File: src/rtl/reg_file_sb_pkg.sv
// reg_file_sb_pkg: shared width defaults and a popcount helper for the scoreboarded register file
package reg_file_pkg;
  localparam int DATA_W = 32;
  localparam int ADDR_W = 4;
  localparam int NREAD = 2;
  function automatic int popcount(input logic [255:0] v);
    int n;
    n = 0;
    for (int i = 0; i < 256; i++) n += int'(v[i]);
    return n;
  endfunction
endpackage

File: src/rtl/reg_file_sb_if.sv
// reg_file_sb_if: decode/writeback bus of the scoreboarded register file
interface reg_file_sb_if
  import reg_file_pkg::*;
#(
  parameter int data_width = DATA_W,
  parameter int addr_width = ADDR_W,
  parameter int num_read = NREAD
) ();
  logic we;
  logic [addr_width-1:0] wr_addr;
  logic [data_width-1:0] wr_data;
  logic [num_read*addr_width-1:0] rd_addr;
  logic [num_read*data_width-1:0] rd_data;
  logic [num_read-1:0] rd_busy;
  logic issue;
  logic [addr_width-1:0] issue_addr;
  logic flush;
  logic [addr_width:0] busy_count;
  modport master(
    output we, wr_addr, wr_data, rd_addr, issue, issue_addr, flush,
    input rd_data, rd_busy, busy_count
  );
  modport slave(
    input we, wr_addr, wr_data, rd_addr, issue, issue_addr, flush,
    output rd_data, rd_busy, busy_count
  );
endinterface

File: src/rtl/reg_file_sb_scoreboard.sv
// reg_scoreboard: per-register pending-write bits with a live up/down count
module reg_scoreboard
  import reg_file_pkg::*;
#(
  parameter int addr_width = ADDR_W,
  localparam int depth = 2 ** addr_width,
  localparam int cw = addr_width + 1
) (
  input logic clk,
  input logic reset,
  input logic we,
  input logic [addr_width-1:0] wr_addr,
  input logic issue,
  input logic [addr_width-1:0] issue_addr,
  input logic flush,
  output logic [depth-1:0] busy,
  output logic [addr_width:0] busy_count
);
  logic [depth-1:0] iss_mask, wr_mask, busy_next;
  logic inc, dec;
  // issue is the youngest event, so it overrides both flush and the write-clear
  always_comb begin
    iss_mask = depth'(issue) << issue_addr;
    wr_mask = depth'(we) << wr_addr;
    busy_next = iss_mask | (flush ? '0 : busy & ~wr_mask);
    inc = issue & ~busy[issue_addr];
    dec = we & busy[wr_addr] & ~(issue & (issue_addr == wr_addr));
  end
  // count tracks the busy vector incrementally instead of re-counting it
  always_ff @(posedge clk or posedge reset)
    if (reset) begin
      busy <= '0;
      busy_count <= '0;
    end else begin
      busy <= busy_next;
      busy_count <= flush ? cw'(issue) : busy_count + cw'(inc) - cw'(dec);
    end
  count_matches_busy: assert property (@(posedge clk) disable iff (reset)
    int'(busy_count) == popcount(256'(busy)));
endmodule

File: src/rtl/reg_file_sb.sv
// reg_file_sb: register file with write-first bypass and RAW-hazard scoreboard
module reg_file_sb
  import reg_file_pkg::*;
#(
  parameter int data_width = DATA_W,
  parameter int addr_width = ADDR_W,
  parameter int num_read = NREAD
) (
  input logic clk,
  input logic reset,
  reg_file_sb_if.slave bus
);
  localparam int depth = 2 ** addr_width;
  logic [data_width-1:0] regs [depth];
  logic [depth-1:0] busy;
  // storage: writes land regardless of the target's busy state
  always_ff @(posedge clk or posedge reset)
    if (reset) regs <= '{default: '0};
    else if (bus.we) regs[bus.wr_addr] <= bus.wr_data;
  reg_scoreboard #(.addr_width(addr_width)) sb (
    .clk(clk),
    .reset(reset),
    .we(bus.we),
    .wr_addr(bus.wr_addr),
    .issue(bus.issue),
    .issue_addr(bus.issue_addr),
    .flush(bus.flush),
    .busy(busy),
    .busy_count(bus.busy_count)
  );
  for (genvar i = 0; i < num_read; i++) begin : g_rd
    logic [addr_width-1:0] ra;
    logic hit;
    assign ra = bus.rd_addr[i*addr_width +: addr_width];
    assign hit = bus.we & ~reset & (bus.wr_addr == ra);
    assign bus.rd_data[i*data_width +: data_width] = hit ? bus.wr_data : regs[ra];
    assign bus.rd_busy[i] = busy[ra] & ~hit;
  end
endmodule

File: src/flat_wrapper.sv
// flat-port wrapper written by rule: the top's interface ports become plain ports
module reg_file_sb_flat import reg_file_pkg::*;
#(
  parameter int data_width = DATA_W,
  parameter int addr_width = ADDR_W,
  parameter int num_read = NREAD
)
  (clk, reset, bus_we, bus_wr_addr, bus_wr_data, bus_rd_addr, bus_issue, bus_issue_addr, bus_flush, bus_rd_data, bus_rd_busy, bus_busy_count);
  reg_file_sb_if #(.data_width(data_width), .addr_width(addr_width), .num_read(num_read)) bus_i ();
  input logic clk;
  input logic reset;
  input wire logic [$bits(bus_i.we)-1:0] bus_we;
  input wire logic [$bits(bus_i.wr_addr)-1:0] bus_wr_addr;
  input wire logic [$bits(bus_i.wr_data)-1:0] bus_wr_data;
  input wire logic [$bits(bus_i.rd_addr)-1:0] bus_rd_addr;
  input wire logic [$bits(bus_i.issue)-1:0] bus_issue;
  input wire logic [$bits(bus_i.issue_addr)-1:0] bus_issue_addr;
  input wire logic [$bits(bus_i.flush)-1:0] bus_flush;
  output wire logic [$bits(bus_i.rd_data)-1:0] bus_rd_data;
  output wire logic [$bits(bus_i.rd_busy)-1:0] bus_rd_busy;
  output wire logic [$bits(bus_i.busy_count)-1:0] bus_busy_count;
  assign bus_i.we = bus_we;
  assign bus_i.wr_addr = bus_wr_addr;
  assign bus_i.wr_data = bus_wr_data;
  assign bus_i.rd_addr = bus_rd_addr;
  assign bus_i.issue = bus_issue;
  assign bus_i.issue_addr = bus_issue_addr;
  assign bus_i.flush = bus_flush;
  assign bus_rd_data = bus_i.rd_data;
  assign bus_rd_busy = bus_i.rd_busy;
  assign bus_busy_count = bus_i.busy_count;
  reg_file_sb #(.data_width(data_width), .addr_width(addr_width), .num_read(num_read)) u_core (.clk(clk), .reset(reset), .bus(bus_i));
endmodule
File: config.mk
export PLATFORM = sky130hd
export DESIGN_NAME = reg_file_sb_flat
export DESIGN_NICKNAME = d
export VERILOG_FILES = /design/src/rtl/reg_file_sb_pkg.sv /design/src/rtl/reg_file_sb_if.sv /design/src/rtl/reg_file_sb_scoreboard.sv /design/src/rtl/reg_file_sb.sv /design/src/flat_wrapper.sv
export SDC_FILE = /design/constraint.sdc
export NUM_CORES = 1
export LEC_CHECK = 0
export CORE_ASPECT_RATIO = 2
export CORE_UTILIZATION = 57
export DETAILED_ROUTE_END_ITERATION = 12
export HOLD_SLACK_MARGIN = 0.03
export PLACE_DENSITY_LB_ADDON = 0.12
export SLEW_MARGIN = 10
export SYNTH_ARGS = -nofsm -noshare
export SYNTH_HDL_FRONTEND = slang
export SYNTH_SLANG_ARGS = --single-unit
File: constraint.sdc
create_clock -name clk -period 37.5 [get_ports clk]
set_clock_uncertainty 0.1 [all_clocks]
set_input_delay 3.75 -clock clk [delete_from_list [all_inputs] [get_ports clk]]
set_output_delay 3.75 -clock clk [all_outputs]
set_load 0.005 [all_outputs]
==> results, run 1 <==
- The endpoint type of the worst setup path is an output port.
- The flow ran to the end, and the final reports show no timing, DRC or antenna violations.
- The power density over the cells is 54.49 nW/um^2.
- The final critical path takes up 30.70% of the cycle.
- The share of Yosys cell area claimed by the top area cell type is 45.76%.
- The average via count per standard cell is 7.017.
- The top-level I/O count is 124.
- In this run the tightest slew margin relative to its limit is 26.08%.
- The critical register-to-register path startpoint is u_core.sb.busy[15]$_DFF_PP0_.
- Setup repair after global routing left no endpoint under its margin.
- Summed over all nets, the half-perimeter wirelength after detailed placement is 44200 um.
- The setup total negative slack is 0 ps.
- The post-route netlist has 50.33% of its cells at a drive strength greater than 1.
- The critical path in this run is classified as in2out.
- The vias after detailed routing is 18200.
- In this run the clock root is driven by a clkbuf_16.
- The row count is 116.
- The congestion estimate from routability-driven global placement came to 0.8405.
- The total overflow reported by the global router is 0.
- The count of instances resized after the clock tree is built is 0.
- IR analysis of the VDD net gives a maximum drop of 0.04742 mV.
- The final critical delay including setup and external delays is 11510 ps.
- After synthesis the cells add up to 29150 sq um.
- The switching share of power is 26.91%.
- The largest net degree at the start of global routing is 182.
- TritonCTS created 48 clock buffers.
- The CTS clock-pin slew for the worst setup and hold paths is 70 ps.
- The die covers 52110 sq um.
- The total track usage is 31.95%.
- The number of nets in the synthesized netlist is 1946.
- The startpoint class of the critical path is a primary input.
- The detailed-routing iteration count for the pre-antenna-repair pass is 5.
- The endpoint of the worst-slack reg-to-reg timing path is u_core.sb.busy_count[4]$_DFF_PP0_.
- The tightest min-delay check is of the reg2reg type.
- The clock tree from TritonCTS is built.
- The count of nets left with antenna violations once routing finished came out at 0.
- The sequential share of the synthesized area is 45.76%.
- The DRC violation count after routing is 0.
- The top cell type by total area after synthesis is dfrtp_1.
- The worst reg-to-reg setup slack is 34080 ps.
- The number of H-tree branching levels is 2.
- The count of final hold-check violations came to 0.
- For this configuration, the core starts out at a cell density of 58.05%.
- The number of antenna violations at the first check in global routing came to 0.
- For this design the total switching power over the nets is 473.5 uW.
- For this run, the leading register cell type out of synthesis is dfrtp_1.
- The buffer depth of the longest clock path is 3.
- The number of cells on the worst reg-to-reg path is 12.
- The fraction of registers with async set or reset after synthesis is 100.0%.
- In this run the worst path has a maximum fanout of 58.
- The synthesis-to-layout area growth is 10.76%.
- The analysis attributes to cell leakage a power of 0.01332 uW.
- In this run, synthesis produced a sequential element count of 533.
- The synthesized netlist contains 36 unique library cells.
- Yosys attributes the largest share of cell area to dfrtp_1, mux2_2, mux4_2, a22oi_1, mux4_1.
- The routed design has 80070 um of wire.
- The floorplan step set the die width to 161.9 um.
- The buffers inserted during post-CTS setup optimization is 0.
- The cell count after synthesis is 1887.
- The cell count of the worst hold path is 1.
- Hold repair after CTS inserted 0 buffers.
- The sequential group share of total power is 45.8%.
- During placement, the flow inserted port buffers numbering 123.
- The via count of the first global-routing pass was 19940.
- The count of synthesis-stage warnings from yosys is 0.
- The path with the worst hold slack has its endpoint at u_core.regs[296]$_DFFE_PP0P_.
- The number of enable-type register cells in the synthesized netlist is 0.
- The internal power of the cells totals 1286 uW.
- The global-route wire length before repair is 123300 um.
- The startpoint identified for the worst hold timing path is u_core.regs[296]$_DFFE_PP0P_.
- The net count of the finished layout is 1968.
- The library cell with the highest instance count after synthesis is mux2_2.
- Setup violations remaining at the end of the flow were counted as 0.
- The pin slew with the least headroom to its limit is 1109 ps.
- The per-cell routed wire length is 30.88 um.
- The starting DRC count in detailed routing is 1394.
- By count the netlist is led by mux2_2, dfrtp_1, mux4_2.
- The clock drives 533 sinks.
- The tool flagged a number of max-cap violations equal to 0.
- The final count of pins violating max slew was 0.
- Of the total power, the clock network draws 29.3%.
- The combinational fraction of design power is 24.9%.
- At the worst endpoint, the arrival time is 7660 ps.
- The clock latency on the worst-skew pair is 580 ps.
- The floorplan step defined a core boundary enclosing 50220 sq um.
- The setup slack of the critical path after layout is 25990 ps.
- The critical path data required time is 33650 ps.
- OpenSTA, run right after detailed placement, puts the worst setup slack at 25880 ps.
- The average instance area after synthesis is 15.45 sq um.
- The die extent in y is 321.8 um.
- The achievable frequency is 86.86 MHz.
through the flow:
stage,total power (uW),utilization [%],cell area [sq um],instances,hold WS [ps]
floorplan,1108,-,29150,1887,386.1
global placement,1224,61.05,30660,2508,399.2
detailed placement,1251,61.05,30660,2508,408.4
CTS,1767,64.29,32280,2592,423.2
global route,1836,64.29,32280,2592,436.2
finish,1759,64.29,32290,2593,422.4
placed cells by master (no fill, tap or decap), drive strengths merged, types with 14 or more instances in the layout:
master         count
a22oi            124
nor2              14
mux2             578
nand2             66
dfrtp            533
clkbuf            73
mux4             277
buf               41
clkdlybuf4s50    119
inv               18
per-layer routing:
layer | track usage, % | up-vias | part of all wire, %
met5 | 0 | - | 0
met4 | 12.89 | 0 | 3.3
met3 | 4.159 | 158 | 5.2
met2 | 55.84 | 666 | 54
met1 | 40.00 | 9970 | 38
li1 | - | 7402 | -
power groups by stage:
| stage | clock network [uW] | registers [uW] | logic [uW] |
|---|---|---|---|
| 5_1_grt | 545 | 821 | 470 |
| 4_1_cts | 524 | 802 | 441 |
| 2_1_floorplan | 0 | 777 | 331 |
| 3_3_place_gp | 0 | 797 | 427 |
| 3_5_place_dp | 0 | 812 | 439 |
| 6_report | 515 | 806 | 438 |
cell families after synthesis:
logic type / Yosys count / synth area share [%]
compound gates: 144 / 3.674
xor+xnor: 14 / 0.4206
fa+ha+maj: 6 / 0.2833
buf+inv: 207 / 3.618
flops: 533 / 45.75
mux: 857 / 44.20
simple gates: 126 / 2.052
registers in the layout, indices dropped and copies added (netlist names):
register,cells
u_core.regs,512
u_core.sb.busy_count,5
u_core.sb.busy,16
worst max path at each step:
| stage | slack, ps | from | endpoint | depth (start not counted) |
|---|---|---|---|---|
| after CTS | 25880 | bus_rd_addr[4] | bus_rd_data[47] | 8 |
| after global placement | 25880 | bus_rd_addr[4] | bus_rd_data[47] | 8 |
| after floorplan | 18750 | reset | u_core.regs[0]$_DFFE_PP0P_ | 1 |
| final | 25990 | bus_rd_addr[4] | bus_rd_data[47] | 8 |
| after global routing | 25650 | bus_rd_addr[4] | bus_rd_data[48] | 8 |
| after detailed placement | 25880 | bus_rd_addr[4] | bus_rd_data[47] | 8 |
worst max-delay path, cell delays in order:
cell,delay [ps]
clkbuf_8,600
buf_4,720
buf_4,780
mux4_1,650
a22oi_1,190
nand2_1,160
mux2_2,300
clkdlybuf4s50_1,450
final cells by class:
class                           count  area (sq um)
Fill cell                        3733         17930
Multi-Input combinational cell   1147         14890
Sequential cell                   533         13340
Timing Repair Buffer              161          1540
Clock buffer                       72          1463
Tap cell                          649         812.0
Clock inverter                     12         162.7
Inverter                           18         75.07
Antenna cell                        1         2.502
(Power assumes the default switching activity.)
==> inputs of run 2 (changes only) <==
- CORE_UTILIZATION: 57 -> 56
- clock period: 37.5 -> 9.2 ns (I/O delays scaled with it)
==> run 2 against run 1 <==
Worst hold slack lost 0.99 ps; sequential power increased to 4.1 times the previous value; first-iteration DRC count increased by 1.4%; clock power grew to 4.1 times the previous value; sequential share of layout area decreased by 0.10 points; cell area is 0.25% higher; setup slack lost 22000 ps; core utilization decreased by 0.94 points; die area grew 1.8%; final cell count grew 0.31%; clock-buffer cell count up 12.
==> results, run 2 (synthesis results as in run 1) <==
- In this run the tightest slew margin relative to its limit is 24.87%.
- The total track usage is 32.22%.
- Clock tree synthesis inserted a total of 50 buffers.
- The die covers 53030 sq um.
- The endpoint of the worst-slack reg-to-reg timing path is u_core.sb.busy_count[4]$_DFF_PP0_.
- The top register by number of flip-flops is u_core.regs.
- The depth of the worst register-to-register path is 12.
- VDD sags by at most 0.1634 mV.
- Along the worst hold path, the cell count comes to 1.
- The pin slew with the least headroom to its limit is 1127 ps.
- The type of the tightest min-delay check is reg2reg.
- The horizontal extent of the die is 163.3 um.
- The worst reg-to-reg setup slack is 5820 ps.
- The cts-stage hold buffer count is 0.
- The kind of critical path is in2out.
- The final design area excluding fillers is 32370 sq um.
- The multi-input combinational cells in the finished layout cover a total of 14900 sq um.
- The critical register-to-register path startpoint is u_core.sb.busy[3]$_DFF_PP0_.
- The number of flip-flops in the largest register is 512.
- STA classifies the critical path startpoint as a primary input.
- After the first detailed-routing iteration, the DRC count stood at 1413.
- For this configuration, the core starts out at a cell density of 57.06%.
- The clock latency on the worst-skew pair is 590 ps.
- The number of setup buffers added after CTS is 0.
- The final critical path takes up 55.93% of the cycle.
- 124 I/O pins were placed.
- The half-perimeter wire length after detailed placement is 45400 um.
- The number of antenna violations at the first check in global routing is 0.
- In the final routed layout, each cell accounts on average for 31.61 um.
- Setup repair after global routing left no endpoint under its margin.
- In this run the number of H-tree levels came out at 2.
- Of all nets on the critical path, the largest fanout is 66.
- The largest net degree at the start of global routing is 177.
- The detailed-routing iteration count for the pre-antenna-repair pass is 7.
- The number of maximum-capacitance constraint violations is 0.
- The number of antenna diodes in the final layout is 0.
- Clock tree synthesis found a total of 533 sinks.
- From synthesis to final layout, the design area changed by 11.04%.
- After global routing the overflow that remains totals 0.
- Setup violations remaining at the end of the flow were counted as 0.
- The ratio of cells with drive above 1 in the final layout is 50.18%.
- The filler cell count is 3816.
- The analysis attributes to cell leakage a power of 0.01334 uW.
- Once detail routing completed, the nets flagged for antenna violations numbered 0.
- The final layout contains 1967 nets.
- The flow ran to the end, and the final reports show no timing, DRC or antenna violations.
- The clock tree root driver cell is clkbuf_16.
- Leaving out fill and tap cells, the most frequent cell in the layout is mux2_2.
- The end of the worst hold path is u_core.regs[79]$_DFFE_PP0P_.
- The setup total negative slack is 0 ps.
- The row count is 117.
- The largest registers in the layout are u_core.regs: 512 flops, u_core.sb.busy: 16 flops, u_core.sb.busy_count: 5 flops.
- In the layout the commonest cells are mux2_2, dfrtp_1, mux4_2.
- After detailed routing, the number of vias per cell comes to 7.052.
- The buffer depth of the longest clock path is 3.
- The power density over the cells is 222.8 nW/um^2.
- In this run the most critical hold path is launched from u_core.regs[79]$_DFFE_PP0P_.
- Static timing analysis puts the maximum clock frequency at 194.4 MHz.
- The core region is 51090 sq um.
- The final count of pins violating max slew was 0.
- For the worst setup path, the data required time is 8180 ps.
- The DRC violation count after routing is 0.
- The congestion estimate from routability-driven global placement came to 0.8723.
- In this run the tool buffered the top-level ports with 123 buffer cells.
- The total routed wirelength is 82210 um.
- The via count of the first global-routing pass is 19930.
- Gates resized during post-CTS repair numbered 0.
- The sequential cell area in the final layout is 13340 sq um.
- Subtracting the final worst setup slack from the clock period gives 5145 ps.
- TritonCTS built the clock tree.
- The detailed router placed 18340 vias in this run.
- For the worst setup path, the data arrival time is 4130 ps.
- From bottom edge to top edge, the die measures 324.7 um.
- The first global-routing pass estimated 125400 um of wire.
- In this run the cell area measured after placement is 30680 sq um.
- The count of final hold-check violations is 0.
- The endpoint type of the worst setup path is an output port.
- The CTS clock-pin slew for the worst setup and hold paths is 60 ps.
[run 2: cell type report]
cell class	instances	area share (%)
Clock buffer	84	5.014
Clock inverter	7	0.1971
Sequential cell	533	41.21
Inverter	18	0.2203
Tap cell	654	2.528
Multi-Input combinational cell	1147	46.03
Timing Repair Buffer	158	4.805
[run 2: through the flow]
stage / util (%) / instances / worst slack, ps / hold WS [ps] / total power, uW
2_1_floorplan: - / 1887 / 933.9 / 386.1 / 4518
3_3_place_gp: 60.05 / 2510 / 4091 / 396.1 / 4998
3_5_place_dp: 60.05 / 2510 / 4107 / 407.8 / 5116
4_1_cts: 63.35 / 2601 / 4085 / 421.8 / 7255
5_1_grt: 63.35 / 2601 / 4008 / 438.6 / 7533
6_report: 63.35 / 2601 / 4055 / 421.4 / 7213
[run 2: layer usage]
layer  part of all wire (%)  vias to the layer above  global-route usage [%]
li1                       -                     7408                       -
met1                     36                     9954                   39.43
met2                     53                      734                   56.52
met3                    5.7                      247                   3.716
met4                    4.8                        0                   14.57
met5                      0                        -                       0
[run 2: critical path, cell delays in order]
cell and delay (ps):
buf_6 580, buf_4 900, mux4_2 420, a22oi_1 340, nand2_1 150, mux2_2 280, clkdlybuf4s50_1 440
[run 2: how the worst max path moves through the flow]
stage | startpoint | to | slack [ps] | depth (start not counted)
finish | bus_rd_addr[1] | bus_rd_data[10] | 4050 | 7
global route | bus_rd_addr[1] | bus_rd_data[10] | 4010 | 7
CTS | bus_rd_addr[1] | bus_rd_data[10] | 4090 | 7
detailed placement | bus_rd_addr[4] | bus_rd_data[33] | 4110 | 7
global placement | bus_rd_addr[4] | bus_rd_data[33] | 4090 | 7
floorplan | reset | u_core.regs[0]$_DFFE_PP0P_ | 930 | 1
[run 2: where the power goes]
| part | total (uW) | internal, uW | switching, uW |
|---|---|---|---|
| Clock | 2130 | 1220 | 910 |
| Sequential | 3280 | 2880 | 395 |
| Combinational | 1800 | 1160 | 646 |
